File: src/rtl/ioctl_pkg.sv
// ioctl_pkg: shared types and defaults for the ioctl upload bridge. Rev 1.0
`default_nettype none

package ioctl_pkg;
  typedef enum logic [1:0] {
    IDLE  = 2'd0,
    FETCH = 2'd1,
    DONE  = 2'd2
  } fetch_state_t;

  localparam logic [7:0] DEF_INDEX  = 8'd2;
  localparam logic [7:0] DEF_FILL   = 8'hFF;
  localparam int         DEF_ADDR_W = 17;

  typedef logic [DEF_ADDR_W-1:0] ioctl_addr_t;
endpackage

`default_nettype wire

File: src/rtl/upload_req_ctl.sv
// upload_req_ctl: save request to ioctl_upload_req set/clear/re-arm logic. Rev 1.0
`default_nettype none

module upload_req_ctl (
  input  logic clk,
  input  logic reset,
  input  logic save_req,
  input  logic upload,
  input  logic sel,
  output logic upload_req
);
  logic pending;

  // A save asked for during our own session is parked until the session ends.
  always_ff @(posedge clk or posedge reset) begin
    if (reset) begin
      upload_req <= 1'b0;
      pending    <= 1'b0;
    end else if (sel) begin
      upload_req <= 1'b0;
      if (save_req) pending <= 1'b1;
    end else if (save_req) begin
      upload_req <= 1'b1;
    end else if (pending && !upload) begin
      upload_req <= 1'b1;
      pending    <= 1'b0;
    end
  end
endmodule

`default_nettype wire

File: src/rtl/ioctl_upload_bridge.sv
// ioctl_upload_bridge: serves hps_io upload reads from core RAM via a req/ack port.
// Optional checksum output enabled by IOCTL_UPLOAD_CHECKSUM_EN. Rev 1.0
`default_nettype none

module ioctl_upload_bridge
  import ioctl_pkg::*;
#(
  parameter int          ADDR_W = DEF_ADDR_W,
  parameter int unsigned SIZE   = 32'h10000,
  parameter logic [7:0]  INDEX  = DEF_INDEX,
  parameter logic [7:0]  FILL   = DEF_FILL
) (
  input  logic              clk_sys,
  input  logic              reset,
  input  logic              ioctl_upload,
  input  logic [7:0]        ioctl_index,
  input  logic              ioctl_rd,
  input  logic [ADDR_W-1:0] ioctl_addr,
  output logic [7:0]        ioctl_din,
  output logic              ioctl_wait,
  output logic              ioctl_upload_req,
  input  logic              save_req,
  output logic              mem_rd,
  output logic [ADDR_W-1:0] mem_addr,
  input  logic              mem_ack,
  input  logic [7:0]        mem_rdata,
  output logic              busy,
  output logic              err_overrun
`ifdef IOCTL_UPLOAD_CHECKSUM_EN
  ,
  output logic [15:0]       csum
`endif
);
  fetch_state_t state, state_nx;
  logic sel, sel_q, sel_rise, in_range, load;
  logic [7:0] load_byte;

  assign sel      = ioctl_upload && (ioctl_index == INDEX);
  assign sel_rise = sel && !sel_q;
  assign in_range = 64'(ioctl_addr) < 64'(SIZE);
  assign busy     = (state != IDLE);

  always_ff @(posedge clk_sys or posedge reset) begin
    if (reset) state <= IDLE;
    else       state <= state_nx;
  end

  always_comb begin
    state_nx   = state;
    mem_rd     = 1'b0;
    ioctl_wait = 1'b0;
    load       = 1'b0;
    load_byte  = mem_rdata;
    case (state)
      IDLE: begin
        if (ioctl_rd && sel) begin
          if (in_range) begin
            state_nx = FETCH;
          end else begin
            load      = 1'b1;
            load_byte = FILL;
          end
        end
      end
      FETCH: begin
        mem_rd     = 1'b1;
        ioctl_wait = 1'b1;
        // Losing the session abandons the fetch; any later ack lands in IDLE.
        if (!sel)         state_nx = IDLE;
        else if (mem_ack) begin
          state_nx = DONE;
          load     = 1'b1;
        end
      end
      DONE:    state_nx = IDLE;
      default: state_nx = IDLE;
    endcase
  end

  always_ff @(posedge clk_sys or posedge reset) begin
    if (reset) begin
      sel_q       <= 1'b0;
      ioctl_din   <= 8'h00;
      mem_addr    <= '0;
      err_overrun <= 1'b0;
    end else begin
      sel_q <= sel;
      if (state == IDLE && ioctl_rd && sel && in_range) mem_addr <= ioctl_addr;
      if (load) ioctl_din <= load_byte;
      if (ioctl_rd && busy)  err_overrun <= 1'b1;
      else if (sel_rise)     err_overrun <= 1'b0;
    end
  end

`ifdef IOCTL_UPLOAD_CHECKSUM_EN
  always_ff @(posedge clk_sys or posedge reset) begin
    if (reset) csum <= 16'h0000;
    else       csum <= (sel_rise ? 16'h0000 : csum) + (load ? {8'h00, load_byte} : 16'h0000);
  end
`endif

  upload_req_ctl u_req_ctl (
    .clk        (clk_sys),
    .reset      (reset),
    .save_req   (save_req),
    .upload     (ioctl_upload),
    .sel        (sel),
    .upload_req (ioctl_upload_req)
  );
endmodule

`default_nettype wire

File: config.mk
export PLATFORM = sky130hd
export DESIGN_NAME = ioctl_upload_bridge
export DESIGN_NICKNAME = d
export VERILOG_FILES = /design/src/rtl/ioctl_pkg.sv /design/src/rtl/upload_req_ctl.sv /design/src/rtl/ioctl_upload_bridge.sv
export SDC_FILE = /design/constraint.sdc
export NUM_CORES = 1
export LEC_CHECK = 0
export CAP_MARGIN = 15
export CELL_PAD_IN_SITES_DETAIL_PLACEMENT = 1
export CELL_PAD_IN_SITES_GLOBAL_PLACEMENT = 1
export CORE_UTILIZATION = 26
export DETAILED_ROUTE_END_ITERATION = 8
export PLACE_DENSITY = 0.81
export SETUP_SLACK_MARGIN = 0.5
export SKIP_CTS_REPAIR_TIMING = 1
export SLEW_MARGIN = 5
export SYNTH_ARGS = -nofsm -noshare
export SYNTH_HDL_FRONTEND = slang
export SYNTH_HIERARCHICAL = 1
export SYNTH_SLANG_ARGS = --single-unit
File: constraint.sdc
create_clock -name clk_sys -period 1.7 [get_ports clk_sys]
set_input_delay 0.17 -clock clk_sys [delete_from_list [all_inputs] [get_ports clk_sys]]
set_output_delay 0.17 -clock clk_sys [all_outputs]
set_load 0.01 [all_outputs]
==> qor.yml, run 1 <==
run_status:
  outcome: "finished, final reports clean"
setup_path:
  reg2reg_depth: 5
  start_kind: "flip-flop"
  slowest_stage: "dfrtp_1"
  crit_chain: "nor2_2, nand2_2, or3_4, clkbuf_16, mux2_4"
  r2r_start: "state[0]"
  r2r_slack_ns: 0.06
  critical_path_arrival_ns: 1.79
  cp-end-kind: "flip-flop"
  cp_max_fo: 4
  worstReg2RegEnd: "mem_addr[11]"
  required_ns: 1.85
  critPathTopFamily: "simple AND/OR/NAND/NOR gates"
  crit_start: "state[0]"
  path_buf_inv: 1
  critical_path_class: "flip-flop to flip-flop"
  critPathMaxStageDelay_ns: 0.42
power:
  p_total_mw: 1.54
  power.density_nw_per_um2: 635
  ir_drop_uv: 258
  p_leak_nw: 1.58
cts:
  cts_tree: "built"
  cts_made_buffers: 5
  cts_num_sinks: 31
  cts.htree.levels: 2
  cts_root_buf: "clkbuf_8"
  clkTransAtPathRegs_ns: 0.07
  worstSkewPairLatency_ns: 0.27
  clk_path_buf_depth: 2
finish:
  diodes: 0
  final_util_pct: 50.0
  area_delta_synth_final_pct: 80.4
  nFillCells: 514
  final_nets: 226
  final_layout_size_suffix_gt1_share_pct: 25.5
global_routing:
  grt_pass1_vias: 1160
  grt_util_all_layers_pct: 13.1
  grt_max_degree: 30
  antenna_found_initial: 0
  overflow: 0
  grt_pass1_wl_mm: 5.30
synth:
  synth_top_area_share_pct: 57.7
  ys_warn_count: 6
  synth_top_area_cell: "dfrtp_1"
  yosys-top-cells-area: "dfrtp_1 58%, mux2_4 10%, mux2i_1 6.0%"
  syn_avg_cell_area_um2: 12.8
  synth_fa_ha_area_share_pct: 0
  ys_seq_area_share_pct: 57.7
  netlist_area_um2: 1350
  synth_compound_area_share_pct: 2.51
  syn_nets: 144
  synth_seq_cells: 31
  ys_types: 25
  synth_mux_area_share_pct: 21.9
  synth-async-reset-ratio_pct: 100
  synth_edf_count: 0
  synth_xor_area_share_pct: 0
  yosys.area_share.simple_pct: 10.9
  ys.flop_type: "dfrtp_1"
  synthCells: 105
  synth_top_family_by_area: "multiplexers"
placement:
  hpwl_mm: 2.54
  preCtsSetupSlack_ns: -0.368
  port_buffers: 68
  gp_congestion: 0.681
die:
  die_w_um: 73.9
  fp.dieH_um: 73.9
  design.die.area_um2: 5460
  row_count: 25
  ioPinCount: 69
  fp.coreArea_um2: 4850
  initial_core_util_pct: 27.7
sta:
  slew_headroom_pct: 74.8
  clock.fmax_mhz: 610
  tightest_slew_ns: 0.378
  fin_skew_ns: 0.00599
  drv_slew: 0
  setup_viol: 0
  setup_slack_ns: 0.0619
  rsz0062_at_grt: "yes"
  whs_ns: 0.117
  fin_crit_ns: 1.64
  min_period_over_period_pct: 96.4
  totalNegativeSetupSlack_ns: 0
  finalHoldViolations: 0
detailed_routing:
  drc_errors: 0
  drt_iter0_markers: 18
  drtAntennaViolNets: 0
  num_vias: 1079
  routed_via_density: 4.23
  wl_mm: 3.66
  wire_per_inst_um: 14.3
  first_pass_iters: 4
run:
  drv_cap: 0
worst_hold_path:
  hold_class: "primary input to async pin"
[layer usage]
metal / track usage (%) / vias to the layer above / wire length [um]
met5: 0 / - / 0
met4: 2.56 / 0 / 9
met1: 15.7 / 529 / 1490
met3: 5.62 / 2 / 238
li1: - / 506 / -
met2: 21.8 / 42 / 1920
[kinds of logic after synthesis]
| family | count (synthesis) |
|---|---|
| DFF | 31 |
| and+or+nand+nor | 27 |
| muxes | 24 |
| buffers and inverters | 18 |
| AOI/OAI and AO/OA | 5 |
[flip-flops by register name, indices dropped and copies added (netlist names)]
signal and flops:
ioctl_din 8, state 2, err_overrun 1, u_req_ctl/upload_req 1, u_req_ctl/pending 1, mem_addr 17
sel_q 1
[how the worst max path moves through the flow]
stage | end | slack (ns) | cells past startpoint
6_report | mem_addr[11] | 0.06 | 5
5_1_grt | mem_addr[8] | -0.005 | 5
4_1_cts | mem_addr[7] | -0.08 | 6
3_5_place_dp | mem_addr[7] | -0.37 | 6
3_3_place_gp | mem_addr[11] | -0.29 | 6
2_1_floorplan | mem_addr[10] | 0.09 | 6
[layout make-up]
type	instances	area, um2	area share, %
Timing Repair Buffer	80	907	37.4
Sequential cell	31	776	32.0
Multi-Input combinational cell	56	508	20.9
Clock buffer	8	100	4.13
Tap cell	67	83.8	3.46
Inverter	13	51.3	2.11
[where the power goes]
part	internal [mW]	total, mW	switching (mW)
combinational	0.111	0.168	0.0567
sequential	0.746	0.751	0.00447
clock	0.369	0.623	0.254
[worst reg2reg max path: stages (launching register included)]
cell	delay (ns)
dfrtp_1	0.42
nor2_2	0.17
nand2_2	0.08
or3_4	0.38
clkbuf_16	0.18
mux2_4	0.29
[Yosys cell counts (2+ instances only)]
cell type,count
nor2_1,12
mux2_2,7
dfrtp_1,31
mux2i_1,8
nor3_1,2
a21oi_1,2
nand2_1,4
mux2_4,9
inv_1,13
and3_1,2
[cell usage in the layout, fill, tap and decap left out, types with 2 or more instances in the layout]
| cell type | instances |
|---|---|
| mux2_4 | 9 |
| dfrtp_1 | 31 |
| clkdlybuf4s50_1 | 33 |
| nor2_1 | 11 |
| mux2i_1 | 8 |
| buf_6 | 3 |
| inv_1 | 12 |
| clkbuf_8 | 7 |
| mux2_2 | 7 |
| buf_4 | 8 |
| clkbuf_16 | 2 |
| a21oi_1 | 2 |
| dlymetal6s2s_1 | 33 |
| nand2_1 | 3 |
[per-stage QoR]
step	cell area, um2	std cells
final	2430	255
after global routing	2430	255
after CTS	2250	251
after detailed placement	2150	243
after global placement	2150	243
after floorplan	1370	105
(Power assumes the default switching activity.)
==> run 2: changes to the inputs <==
--- a/config.mk
+++ b/config.mk
@@ -13,7 +13,7 @@
 export PLACE_DENSITY = 0.81
 export SETUP_SLACK_MARGIN = 0.5
 export SKIP_CTS_REPAIR_TIMING = 1
-export SLEW_MARGIN = 5
+export SLEW_MARGIN = 30
 export SYNTH_ARGS = -nofsm -noshare
 export SYNTH_HDL_FRONTEND = slang
 export SYNTH_HIERARCHICAL = 1
==> results of run 2 <==
Same layout as run 1: the final DEF is identical, and so are final timing and power.
